[src/rtl/arq_flow_ctrl_multi.sv]
// Per-LT ARQ / flow controller: tracks SEQN, ARQN, outstanding state, retransmit count and FLOW stop.
// TX action and all pulses are registered: they appear 1 clk after the triggering input pulse.
// No backpressure: every in-range tx_start_p yields its own action pulse, so back-to-back starts are allowed.
module arq_flow_ctrl_multi #(
  parameter int NUM_LT   = 8,
  parameter int LTW      = 3,
  parameter int RETX_MAX = 0,
  parameter int CNTW     = 4
) (
  input  logic              clk_6M,
  input  logic              rst,
  input  logic              conn_new_p,
  input  logic [LTW-1:0]    conn_lt,
  input  logic              tx_start_p,
  input  logic [LTW-1:0]    tx_lt,
  input  logic              tx_is_data,
  input  logic              rx_hdr_p,
  input  logic [LTW-1:0]    rx_lt,
  input  logic              rx_hecgood,
  input  logic              rx_arqn,
  input  logic              rx_flow,
  input  logic              rx_seqn,
  input  logic              rx_is_data,
  input  logic              rx_py_end_p,
  input  logic              rx_crcgood,
  input  logic              flush_req_p,
  input  logic [LTW-1:0]    flush_lt,
  output logic [1:0]        tx_action,
  output logic              tx_action_vld,
  output logic [NUM_LT-1:0] tx_seqn,
  output logic [NUM_LT-1:0] tx_arqn,
  output logic [NUM_LT-1:0] remote_stop,
  output logic              rx_accept_p,
  output logic              flush_done_p
);

  localparam int              IDXW     = (NUM_LT > 1) ? $clog2(NUM_LT) : 1;
  localparam logic [LTW:0]    LT_LIMIT = (LTW+1)'(NUM_LT);
  localparam logic [CNTW-1:0] RETX_LIM = CNTW'(RETX_MAX);
  localparam logic [CNTW-1:0] CNT_SAT  = '1;

  typedef enum logic [1:0] {
    ACT_NEW   = 2'd0,
    ACT_RETX  = 2'd1,
    ACT_FLUSH = 2'd2,
    ACT_HOLD  = 2'd3
  } act_e;

  // Per-LT state
  logic [NUM_LT-1:0]           seqn_q, seqn_d;
  logic [NUM_LT-1:0]           old_q, old_d;
  logic [NUM_LT-1:0]           arqn_q, arqn_d;
  logic [NUM_LT-1:0]           stop_q, stop_d;
  logic [NUM_LT-1:0]           outst_q, outst_d;
  logic [NUM_LT-1:0]           fpend_q, fpend_d;
  logic [NUM_LT-1:0][CNTW-1:0] cnt_q, cnt_d;

  // Last good RX header, consumed at payload end
  logic                        hdr_vld_q, hdr_vld_d;
  logic [IDXW-1:0]             hdr_lt_q, hdr_lt_d;
  logic                        hdr_seqn_q, hdr_seqn_d;
  logic                        hdr_data_q, hdr_data_d;

  // Registered outputs
  act_e                        act_q, act_d;
  logic                        act_vld_q, act_vld_d;
  logic                        accept_q, accept_d;
  logic                        fdone_q, fdone_d;

  // Range checks; out-of-range LT addresses are dropped
  logic                        rx_ok, tx_ok, fl_ok, cn_ok;
  logic [IDXW-1:0]             rx_idx, tx_idx, fl_idx, cn_idx;
  logic                        flush_take;

  assign rx_ok  = ({1'b0, rx_lt}    < LT_LIMIT);
  assign tx_ok  = ({1'b0, tx_lt}    < LT_LIMIT);
  assign fl_ok  = ({1'b0, flush_lt} < LT_LIMIT);
  assign cn_ok  = ({1'b0, conn_lt}  < LT_LIMIT);
  assign rx_idx = rx_lt[IDXW-1:0];
  assign tx_idx = tx_lt[IDXW-1:0];
  assign fl_idx = flush_lt[IDXW-1:0];
  assign cn_idx = conn_lt[IDXW-1:0];

  // Next state: RX header, RX payload, TX decision, flush request, then connection reset (highest priority)
  always_comb begin
    seqn_d     = seqn_q;
    old_d      = old_q;
    arqn_d     = arqn_q;
    stop_d     = stop_q;
    outst_d    = outst_q;
    fpend_d    = fpend_q;
    cnt_d      = cnt_q;
    hdr_vld_d  = hdr_vld_q;
    hdr_lt_d   = hdr_lt_q;
    hdr_seqn_d = hdr_seqn_q;
    hdr_data_d = hdr_data_q;
    act_d      = act_q;
    act_vld_d  = 1'b0;
    accept_d   = 1'b0;
    fdone_d    = 1'b0;
    flush_take = 1'b0;

    // Good header: FLOW and ack take effect now so a same-cycle TX decision sees them
    if (rx_hdr_p && rx_hecgood) begin
      hdr_vld_d  = rx_ok;
      hdr_lt_d   = rx_idx;
      hdr_seqn_d = rx_seqn;
      hdr_data_d = rx_is_data;
      if (rx_ok) begin
        stop_d[rx_idx] = ~rx_flow;
        if (rx_arqn) begin
          outst_d[rx_idx] = 1'b0;
          cnt_d[rx_idx]   = '0;
          fpend_d[rx_idx] = 1'b0;
        end
      end
    end

    // Payload end judges the previously latched header
    if (rx_py_end_p && hdr_vld_q && hdr_data_q) begin
      if (hdr_seqn_q == old_q[hdr_lt_q]) begin
        arqn_d[hdr_lt_q] = 1'b1;
      end else if (rx_crcgood) begin
        arqn_d[hdr_lt_q] = 1'b1;
        old_d[hdr_lt_q]  = hdr_seqn_q;
        accept_d         = 1'b1;
      end else begin
        arqn_d[hdr_lt_q] = 1'b0;
      end
    end

    // A flush only makes sense while something is unacknowledged
    flush_take = flush_req_p && fl_ok && outst_d[fl_idx];

    if (tx_start_p && tx_ok) begin
      act_vld_d = 1'b1;
      if (tx_is_data && stop_d[tx_idx]) begin
        act_d = ACT_HOLD;
      end else if (!tx_is_data) begin
        act_d = ACT_NEW;
      end else if (!outst_d[tx_idx]) begin
        act_d           = ACT_NEW;
        seqn_d[tx_idx]  = ~seqn_q[tx_idx];
        outst_d[tx_idx] = 1'b1;
      end else if (fpend_d[tx_idx] || ((RETX_MAX != 0) && (cnt_d[tx_idx] == RETX_LIM))) begin
        act_d           = ACT_FLUSH;
        seqn_d[tx_idx]  = ~seqn_q[tx_idx];
        cnt_d[tx_idx]   = '0;
        fpend_d[tx_idx] = 1'b0;
        fdone_d         = 1'b1;
      end else begin
        act_d = ACT_RETX;
        if (cnt_d[tx_idx] != CNT_SAT) begin
          cnt_d[tx_idx] = cnt_d[tx_idx] + 1'b1;
        end
      end
    end

    // Set after the TX decision so a same-cycle request survives into the next start
    if (flush_take) begin
      fpend_d[fl_idx] = 1'b1;
    end

    if (conn_new_p && cn_ok) begin
      seqn_d[cn_idx]  = 1'b1;
      old_d[cn_idx]   = 1'b0;
      arqn_d[cn_idx]  = 1'b0;
      stop_d[cn_idx]  = 1'b0;
      outst_d[cn_idx] = 1'b0;
      cnt_d[cn_idx]   = '0;
      fpend_d[cn_idx] = 1'b0;
      if (hdr_lt_q == cn_idx) begin
        accept_d = 1'b0;
      end
      if (tx_ok && (tx_idx == cn_idx)) begin
        fdone_d = 1'b0;
      end
    end
  end

  // State registers with asynchronous reset
  always_ff @(posedge clk_6M or posedge rst) begin
    if (rst) begin
      seqn_q     <= '1;
      old_q      <= '0;
      arqn_q     <= '0;
      stop_q     <= '0;
      outst_q    <= '0;
      fpend_q    <= '0;
      cnt_q      <= '0;
      hdr_vld_q  <= 1'b0;
      hdr_lt_q   <= '0;
      hdr_seqn_q <= 1'b0;
      hdr_data_q <= 1'b0;
      act_q      <= ACT_NEW;
      act_vld_q  <= 1'b0;
      accept_q   <= 1'b0;
      fdone_q    <= 1'b0;
    end else begin
      seqn_q     <= seqn_d;
      old_q      <= old_d;
      arqn_q     <= arqn_d;
      stop_q     <= stop_d;
      outst_q    <= outst_d;
      fpend_q    <= fpend_d;
      cnt_q      <= cnt_d;
      hdr_vld_q  <= hdr_vld_d;
      hdr_lt_q   <= hdr_lt_d;
      hdr_seqn_q <= hdr_seqn_d;
      hdr_data_q <= hdr_data_d;
      act_q      <= act_d;
      act_vld_q  <= act_vld_d;
      accept_q   <= accept_d;
      fdone_q    <= fdone_d;
    end
  end

  assign tx_action     = act_q;
  assign tx_action_vld = act_vld_q;
  assign tx_seqn       = seqn_q;
  assign tx_arqn       = arqn_q;
  assign remote_stop   = stop_q;
  assign rx_accept_p   = accept_q;
  assign flush_done_p  = fdone_q;

endmodule
[config.mk]
export PLATFORM = sky130hd
export DESIGN_NAME = arq_flow_ctrl_multi
export DESIGN_NICKNAME = d
export VERILOG_FILES = /design/src/rtl/arq_flow_ctrl_multi.sv
export SDC_FILE = /design/constraint.sdc
export NUM_CORES = 1
export LEC_CHECK = 0
export CAP_MARGIN = 20
export CORE_MARGIN = 1.5
export CORE_UTILIZATION = 58
export DETAILED_ROUTE_END_ITERATION = 10
export GPL_ROUTABILITY_DRIVEN = 0
export GPL_TIMING_DRIVEN = 0
export HOLD_SLACK_MARGIN = 0.02
export PLACE_DENSITY = 0.87
export SLEW_MARGIN = 0
export SYNTH_ARGS = -nofsm -noshare
export SYNTH_HDL_FRONTEND = slang
export SYNTH_SLANG_ARGS = --single-unit
[constraint.sdc]
create_clock -name clk_6M -period 5 [get_ports clk_6M]
set_input_delay 1 -clock clk_6M [delete_from_list [all_inputs] [get_ports clk_6M]]
set_output_delay 1 -clock clk_6M [all_outputs]
set_load 0.02 [all_outputs]
==> impl.org, run 1 <==
** Status
- Status :: complete, no violations

** Floorplanning
- From bottom edge to top edge, the die measures 79.3 um.
- Number of placed I/O pins :: 55
- The floorplan has 27 rows.
- Placeable Area :: 5570 um^2
- Once the floorplan was initialized, standard cells occupied 60.6% of the core.
- Die Outline Area :: 6290 um^2
- Die X-Extent :: 79.3 um

** Synth
- Syn nets :: 377
- Cell types with the largest area share after synthesis :: sky130_fd_sc_hd__dfrtp_1, sky130_fd_sc_hd__dfstp_2, sky130_fd_sc_hd__a21oi_1
- Warning count from the yosys run :: 0
- sky130_fd_sc_hd__dfrtp_1 takes more of the synthesized area than any other cell.
- Summing every instance area after synthesis gives 3380 um^2.
- After synthesis, the netlist uses 68 different library cells.
- Number of flops mapped to enable cells by yosys :: 0
- Post-Synthesis Cells :: 351
- Each instance of the synthesized netlist takes up on average 9.63 um^2.
- Sequential cells were found to cover 44.0% of the synthesized design area.
- Yosys instantiated no cell more often than sky130_fd_sc_hd__dfrtp_1.
- The synthesized design devotes to its leading area cell type 37.8% of total area.
- Number of storage elements in the synthesis netlist :: 59
- Commonest cells post-synth :: sky130_fd_sc_hd__dfrtp_1, sky130_fd_sc_hd__nor2_1, sky130_fd_sc_hd__a21oi_1, sky130_fd_sc_hd__nand3_1, sky130_fd_sc_hd__o21ai_0
- For this run, the leading register cell type out of synthesis is sky130_fd_sc_hd__dfrtp_1.
- Fraction of registers with async set/reset :: 100%

** Worst hold path
- The worst hold path terminates at hdr_vld_q.
- The worst hold path belongs to the class reg2reg.
- Hold path depth :: 1
- Worst min-delay path startpoint :: hdr_vld_q

** Timing
- Max Clk Rate :: 272 MHz
- At the pin with the least slew margin, the transition time is 1.10 ns.
- Setup repair after global routing missed its margin :: no
- Max-Slew Margin vs Limit :: 26.1%
- The worst path needs 3.68 ns of the cycle, external delays included.
- Ratio of final minimum period to clock period :: 73.7%
- For the final database, setup skew stands at 0.00579 ns.
- Total of endpoints with negative setup slack in the final report :: 0
- After routing, the total negative slack on setup checks comes to 0 ns.
- The number of pins with negative max-slew slack in the final report was 0.
- Number of hold-slack violations in the final timing report :: 0

** Detailed routing
- For this run, design rule violations remaining after detail routing come to 0.
- Number of detailed-routing iterations run before antenna repair :: 6
- Total Wirelength :: 9.74 mm
- After detailed routing, the number of vias per cell comes to 6.69.
- Final ANT Viol Nets :: 0
- Across all layers, the routed design uses 3313 vias.
- Number of violations reported at the end of detailed-routing iteration 0 :: 434
- Average wire length per cell after detail routing :: 19.7 um

** CTS
- The H-tree generated during clock tree synthesis spans 3 levels.
- In this run, CTS created clock tree buffers numbering 9.
- After clock tree synthesis, the clock-pin slew on the worst setup and hold paths is 0.07 ns.
- Post-CTS timing repair inserted 0 buffers for setup.
- Number of buffers on the longest clock path :: 2
- Clock latency on the worst-skew pair :: 0.34 ns
- The tree is rooted in a sky130_fd_sc_hd__clkbuf_8.
- Count of clock tree sinks :: 59
- CTS resizes :: 0
- Hold repair after CTS inserted 0 buffers.
- TritonCTS clock tree :: done

** Power
- NetSw :: 0.000503 W
- Leak pwr :: 1.74 nW
- Relative contribution of sequential cells to total power :: 39.5%
- Of the total power, combinational logic draws 30.3%.
- Cell-internal power :: 0.00106 W
- Share of power burned in the clock network :: 30.2%
- Across the VDD grid, the largest voltage drop is 0.281 mV.
- Switching part of the total power :: 32.1%
- Power spread over the standard cell area amounts to 369 nW/um^2.

** Worst setup path
- Slowest cell on the critical path :: sky130_fd_sc_hd__clkdlybuf4s50_1
- Worst-path fanout max :: 10
- For the worst flop-to-flop path, the logic depth is 9.
- Category of the most critical setup path :: in2reg
- Critical path cell sequence :: clkdlybuf4s50_1 -> nand4b_1 -> o21ai_0 -> o22ai_1 -> nor4_4 -> clkbuf_1 -> inv_1 -> a31oi_1 -> a21oi_1
- STA classifies the critical path endpoint as a flip-flop.
- The critical path contains buffers and inverters numbering 3 combined.
- Family of cells with the greatest summed delay on the critical path :: buffers and inverters
- STA puts the critical path data arrival time at 3.89 ns.
- Origin of the critical flop-to-flop path :: hdr_lt_q[1]
- The worst register-to-register path has a setup slack of 2.31 ns.
- For the worst setup path, the data required time is 5.21 ns.
- For this run, the slowest stage of the critical path takes 0.47 ns.
- Capturing point of the worst reg2reg path :: old_q[1]
- The worst setup path is launched from a primary input.

** Final layout
- FF+latch area :: 1490 um^2
- At the end of the flow, the number of nets in the layout was 444.
- Counting the fill cells in the layout gives 397.
- Relative area change from synthesis to final layout :: 25.3%
- In the final layout, the multi-input gates occupy 1770 um^2.
- The repair_antennas step left the layout with diodes totalling 0.
- After the flow finishes, the layout carries non-filler instances totaling 495.
- The post-route netlist has 13.0% of its cells at a drive strength greater than 1.

** Placed design
- Post-DP HPWL :: 6.91 mm
- Port buffering added 52 buffers.
- The number of placed instances, taps included, is 476.

** Global routing
- Maximum number of pins on one net before global-route repair :: 40
- Residual overflow from global routing :: 0
- Vias in the first global route :: 3121
- Overall track demand over capacity in global routing :: 32.6%
- The first global-routing pass estimated 15.5 mm of wire.
- The initial antenna violation count was 0.

** Run
- The tool flagged a number of max-cap violations equal to 0.
[area by class of cell]
type | instances | share of cell area (%)
Inverter | 8 | 0.709
Clock inverter | 5 | 1.83
Multi-Input combinational cell | 267 | 41.8
Timing Repair Buffer | 56 | 13.1
Tap cell | 72 | 2.13
Clock buffer | 11 | 3.10
Sequential cell | 59 | 35.1
Buffer | 17 | 2.25
[flip-flops by register name (all words and copies together) (netlist names)]
name	cells
hdr_seqn_q	1
tx_arqn	8
hdr_data_q	1
hdr_vld_q	1
hdr_lt_q	3
tx_action	2
tx_action_vld	1
flush_done_p	1
outst_q	8
old_q	8
fpend_q	8
remote_stop	8
rx_accept_p	1
tx_seqn	8
[placed cells by master, fill, tap and decap left out, drive strengths merged, types with 3 or more instances in the layout]
master | synthesis | layout
or2 | 4 | 4
a31oi | 4 | 4
nor4b | 9 | 9
or3 | 4 | 4
nand4 | 5 | 5
nor3b | 8 | 8
mux2i | 10 | 10
nand3b | 3 | 3
xor2 | 4 | 4
o21ai | 27 | 27
o41ai | 3 | 3
nand3 | 24 | 24
nand2b | 5 | 5
clkdlybuf4s50 | 0 | 52
a21oi | 26 | 26
inv | 8 | 8
dfstp | 8 | 8
clkbuf | 10 | 23
mux2 | 4 | 4
and3 | 4 | 4
nand4b | 3 | 3
a211oi | 10 | 10
o22ai | 6 | 6
a211o | 7 | 7
nand2 | 20 | 20
nor2 | 28 | 28
buf | 7 | 9
a22oi | 6 | 6
nor3 | 7 | 7
dfrtp | 51 | 51
[worst max path at each step]
stage                        start            to  slack (ns)  cells after the start
after floorplan           rx_lt[2]    fpend_q[2]        2.19                      8
final                     rx_lt[0]  tx_action[0]        1.32                      9
after global routing      rx_lt[2]  tx_action[0]        1.08                      9
after global placement    rx_lt[0]  tx_action[0]        1.08                      9
after CTS                 rx_lt[0]  tx_action[0]        1.39                      9
after detailed placement  rx_lt[0]  tx_action[0]        1.06                      9
[cell families (layout without fill, tap and decap cells)]
| group | count (synthesis) | in the layout | synth area share, % |
|---|---|---|---|
| mux | 15 | 15 | 4.96 |
| xor+xnor | 6 | 6 | 1.55 |
| buf+inv | 25 | 97 | 3.70 |
| simple gates | 139 | 139 | 24.7 |
| flops | 59 | 59 | 44.0 |
| compound gates | 107 | 107 | 21.1 |
[per-layer routing]
metal,vias up,global-route usage (%),part of all wire (%)
met3,37,7.13,12
met1,1553,44.1,40
met4,0,16.0,2.6
li1,1477,-,-
met2,246,49.5,46
met5,-,0,0
[stage by stage]
stage                     power (W)  utilization, %  hold WS (ns)  area (um^2)  setup WS (ns)
after floorplan            0.000899               -         0.425         3380           2.19
after global placement      0.00107            71.6         0.441         3990           1.08
after detailed placement    0.00109            71.9         0.468         4010           1.06
after CTS                   0.00155            75.7         0.485         4220           1.39
after global routing        0.00162            76.0         0.506         4230           1.08
final                       0.00156            76.0         0.478         4230           1.32
[power by group through the flow]
| stage | clock network [W] | logic, W | registers (W) |
|---|---|---|---|
| 3_5_place_dp | 0 | 0.000464 | 0.000624 |
| 5_1_grt | 0.000495 | 0.000505 | 0.000625 |
| 6_report | 0.000473 | 0.000474 | 0.000617 |
| 4_1_cts | 0.000472 | 0.000466 | 0.000616 |
| 3_3_place_gp | 0 | 0.000452 | 0.000622 |
| 2_1_floorplan | 0 | 0.000220 | 0.000679 |
(Power assumes the default switching activity.)
==> run 2: changes to the inputs <==
--- a/config.mk
+++ b/config.mk
@@ -7,12 +7,12 @@
 export LEC_CHECK = 0
 export CAP_MARGIN = 20
 export CORE_MARGIN = 1.5
-export CORE_UTILIZATION = 58
+export CORE_UTILIZATION = 49
 export DETAILED_ROUTE_END_ITERATION = 10
 export GPL_ROUTABILITY_DRIVEN = 0
 export GPL_TIMING_DRIVEN = 0
 export HOLD_SLACK_MARGIN = 0.02
-export PLACE_DENSITY = 0.87
+export PLACE_DENSITY = 0.78
 export SLEW_MARGIN = 0
 export SYNTH_ARGS = -nofsm -noshare
 export SYNTH_HDL_FRONTEND = slang
==> constraint.sdc (replaced) <==
create_clock -name clk_6M -period 3.1 [get_ports clk_6M]
set_input_delay 0.62 -clock clk_6M [delete_from_list [all_inputs] [get_ports clk_6M]]
set_output_delay 0.62 -clock clk_6M [all_outputs]
set_load 0.02 [all_outputs]
==> run 2 against run 1 <==
  * Sequential share of layout area is 0.77 points lower
  * Cell count rose by 2.6%
  * Critical path depth unchanged
  * Non-clock buffer count increased by 5
  * Utilization fell by 12 points
  * Clock power grew 70%
  * Sequential power up 62%
  * Global-route usage decreased by 3.7 points
  * Largest power group unchanged
  * Power increased by 65%
  * Register-to-register slack lost 2.0 ns
  * Clock skew increased by 0.0022 ns
  * Worst setup slack worse by 1.2 ns
==> impl.org, run 2 (synthesis results as in run 1) <==
** Timing
- In the finished design, the share of the clock period the worst path needs comes to 96.4%.
- Time the worst path needs with I/O delays and setup :: 2.99 ns
- The number of hold-slack violations in the final timing report is 0 (unchanged).
- Total of endpoints with negative setup slack in the final report :: 0 (unchanged)
- Setup repair after global routing missed its margin :: no (unchanged)
- The actual transition at the worst max-transition pin is 1.25 ns (was 1.10 ns).
- The setup total negative slack is 0 ns (unchanged).
- Max Clk Rate :: 334 MHz
- Max-Slew Margin vs Limit :: 16.3% (was 26.1%)
- The hold slack came to 0.463 ns (was 0.478 ns).
- Layout Skew :: 0.00801 ns (was 0.00579 ns)
- Fin worst setup slack :: 0.110 ns (was 1.32 ns)
- Number of max-slew violations in the final report :: 0 (unchanged)

** Power
- Cell-internal power :: 0.00177 W (was 0.00106 W)
- The worst-case vdd ir drop was 0.344 mV (was 0.281 mV).
- The standby leakage power was 1.78 nW (was 1.74 nW).
- Power density of the placed cells :: 597 nW/um^2 (was 369 nW/um^2)
- Total power :: 0.00259 W (was 0.00156 W)
- Share of power burned in the clock network :: 31.1% (was 30.2%)
- NetSw :: 0.000819 W (was 0.000503 W)
- The net switching share of the total power is 31.7% (was 32.1%).
- The share of power burned in registers came to 38.8% (was 39.5%).
- The relative contribution of combinational cells to total power is 30.2% (was 30.3%).

** Floorplanning
- Number of placed I/O pins :: 55 (unchanged)
- The floorplan row count is 30 (was 27).
- Initial core utilization :: 50.3% (was 60.6%)
- The y dimension of the die came to 86.0 um (was 79.3 um).
- The x dimension of the die was 86.0 um (was 79.3 um).
- The placeable core region is 6720 um^2 (was 5570 um^2).
- Die Outline Area :: 7400 um^2 (was 6290 um^2)

** Worst setup path
- The highest net fanout along the worst path was 10 (unchanged).
- The start-to-end type of the worst setup path was in2reg (unchanged).
- The cell class contributing the biggest share of worst-path delay was simple AND/OR/NAND/NOR gates (was buffers and inverters).
- Critical path cell sequence: clkdlybuf4s50_1 -> buf_2 -> nor3_1 -> a22oi_1 -> nand4_2 -> or2b_4 -> buf_6 -> nor4b_2 -> a211o_1 (was clkdlybuf4s50_1 -> nand4b_1 -> o21ai_0 -> o22ai_1 -> nor4_4 -> clkbuf_1 -> inv_1 -> a31oi_1 -> a21oi_1).
- Arrival time reported for the critical path endpoint :: 3.27 ns (was 3.89 ns)
- The worst path buffer plus inverter count was 3 (unchanged).
- The type of origin of the critical path is a primary input (unchanged).
- Category of the worst setup path capture point :: flip-flop (unchanged)
- Slowest cell on the critical path :: sky130_fd_sc_hd__clkdlybuf4s50_1 (unchanged)
- Crit path required time :: 3.38 ns (was 5.21 ns)
- Worst path max stage delay :: 0.52 ns (was 0.47 ns)

** Final layout
- Commonest cells after routing, fill and taps aside: sky130_fd_sc_hd__clkdlybuf4s50_1, sky130_fd_sc_hd__dfrtp_1, sky130_fd_sc_hd__nor2_1 (unchanged).
- Most common cell after layout, fill and taps aside :: sky130_fd_sc_hd__clkdlybuf4s50_1 (unchanged)
- The multi-input logic area is 1790 um^2 (was 1770 um^2).
- Fraction of layout cells with a size suffix above 1 :: 15.4% (was 13.0%)
- The filler cell count was 534 (was 397).
- The area growth from synthesis to layout came to 28.1% (was 25.3%).
- The combined flip-flop and latch cell area came to 1490 um^2 (unchanged).
- Antenna fix cells :: 0 (unchanged)
- The number of nets in the layout came to 449 (was 444).

** Detailed routing
- The routed length per instance is 20.0 um (was 19.7 um).
- The count of unresolved DRC violations after routing came to 0 (unchanged).
- The count of routing violations after the opening detailed-route iteration is 362 (was 434).
- The post-detailed-route count of antenna-violating nets is 0 (unchanged).
- Total Wirelength :: 10.1 mm (was 9.74 mm)
- The number of detailed-route iterations in the first pass was 6 (unchanged).
- Total via count after detailed routing :: 3369 (was 3313)
- Vias per inst :: 6.63 (was 6.69)

** Global routing
- Residual overflow from global routing :: 0 (unchanged)
- The initial antenna violation count is 0 (unchanged).
- The global-route total usage across every layer was 28.9% (was 32.6%).
- Maximum number of pins on one net before global-route repair :: 31 (was 40)
- Vias in the first global route :: 3187 (was 3121)
- Global-route wire length before repair :: 16.3 mm (was 15.5 mm)

** Worst hold path
- The type of the tightest min-delay check is reg2reg (unchanged).

** Placed design
- The half-perimeter wire length after detailed placement was 7.13 mm (was 6.91 mm).
- The quantity of I/O buffers inserted on ports is 52 (unchanged).
- Post-Place Worst Slack :: -0.497 ns (was 1.06 ns)

** CTS
- The master cell of the clock root buffer is sky130_fd_sc_hd__clkbuf_8 (unchanged).
- The clock tree from TritonCTS is done (unchanged).
- The maximum clock insertion buffer count was 2 (unchanged).
- The CTS buffer count was 9 (unchanged).
- The maximum level of the CTS H-tree is 3 (unchanged).
- Hold buffers post-CTS :: 0 (unchanged)
- The clock input transition at the sequential cells of the worst setup and hold paths was 0.07 ns (about the same).
- The worst-skew pair later-pin latency was 0.35 ns (was 0.34 ns).
- Count of clock tree sinks :: 59 (unchanged)

** Status
- Status :: complete, no violations (unchanged)

** Run
- The max-cap violation count was 0 (unchanged).
run 2: metrics by stage:
stage | util, % | std cells | cell area [um^2]
global placement | 59.5 | 483 | 4000
CTS | 63.5 | 502 | 4270
finish | 64.4 | 508 | 4330
detailed placement | 59.9 | 485 | 4030
global route | 64.4 | 508 | 4330
floorplan | - | 351 | 3380
run 2: area by class of cell:
cell class | count | share of cell area, %
Inverter | 8 | 0.694
Clock buffer | 11 | 3.50
Timing Repair Buffer | 61 | 13.8
Buffer | 17 | 2.23
Sequential cell | 59 | 34.3
Multi-Input combinational cell | 267 | 41.4
Clock inverter | 5 | 1.73
Tap cell | 80 | 2.31
run 2: path summary, 6_finish.rpt:
kind,slack (ns),startpoint,depth (start not counted),end
setup reg to reg,0.36,hdr_lt_q[0],9,old_q[1]
max in group asynchronous,1.82,rst,3,outst_q[6]
hold / removal,0.46,hdr_vld_q,1,hdr_vld_q
hold reg to reg,0.46,hdr_vld_q,1,hdr_vld_q
setup / recovery,0.11,tx_lt[1],9,tx_seqn[1]
min in group asynchronous,0.69,rst,2,outst_q[1]
run 2: what timing repair did:
action	CTS	global route
gates cloned	0	0
pin swaps	0	3
endpoints found under the setup margin	17	23
gates resized for setup	3	4
setup buffers	1	5
run 2: layer usage:
metal	track usage [%]	vias to the layer above	routed length (um)
li1	-	1486	-
met1	40.0	1643	4230
met2	44.6	207	4750
met3	5.20	33	860
met4	13.0	0	290
met5	0	-	0
run 2: power by group through the flow:
stage	sequential [W]	combinational [W]	clock, W
3_3_place_gp	0.00101	0.000732	0
3_5_place_dp	0.00101	0.000750	0
5_1_grt	0.00102	0.000836	0.000850
4_1_cts	0.00100	0.000756	0.000812
2_1_floorplan	0.00110	0.000354	0
6_report	0.00100	0.000780	0.000804
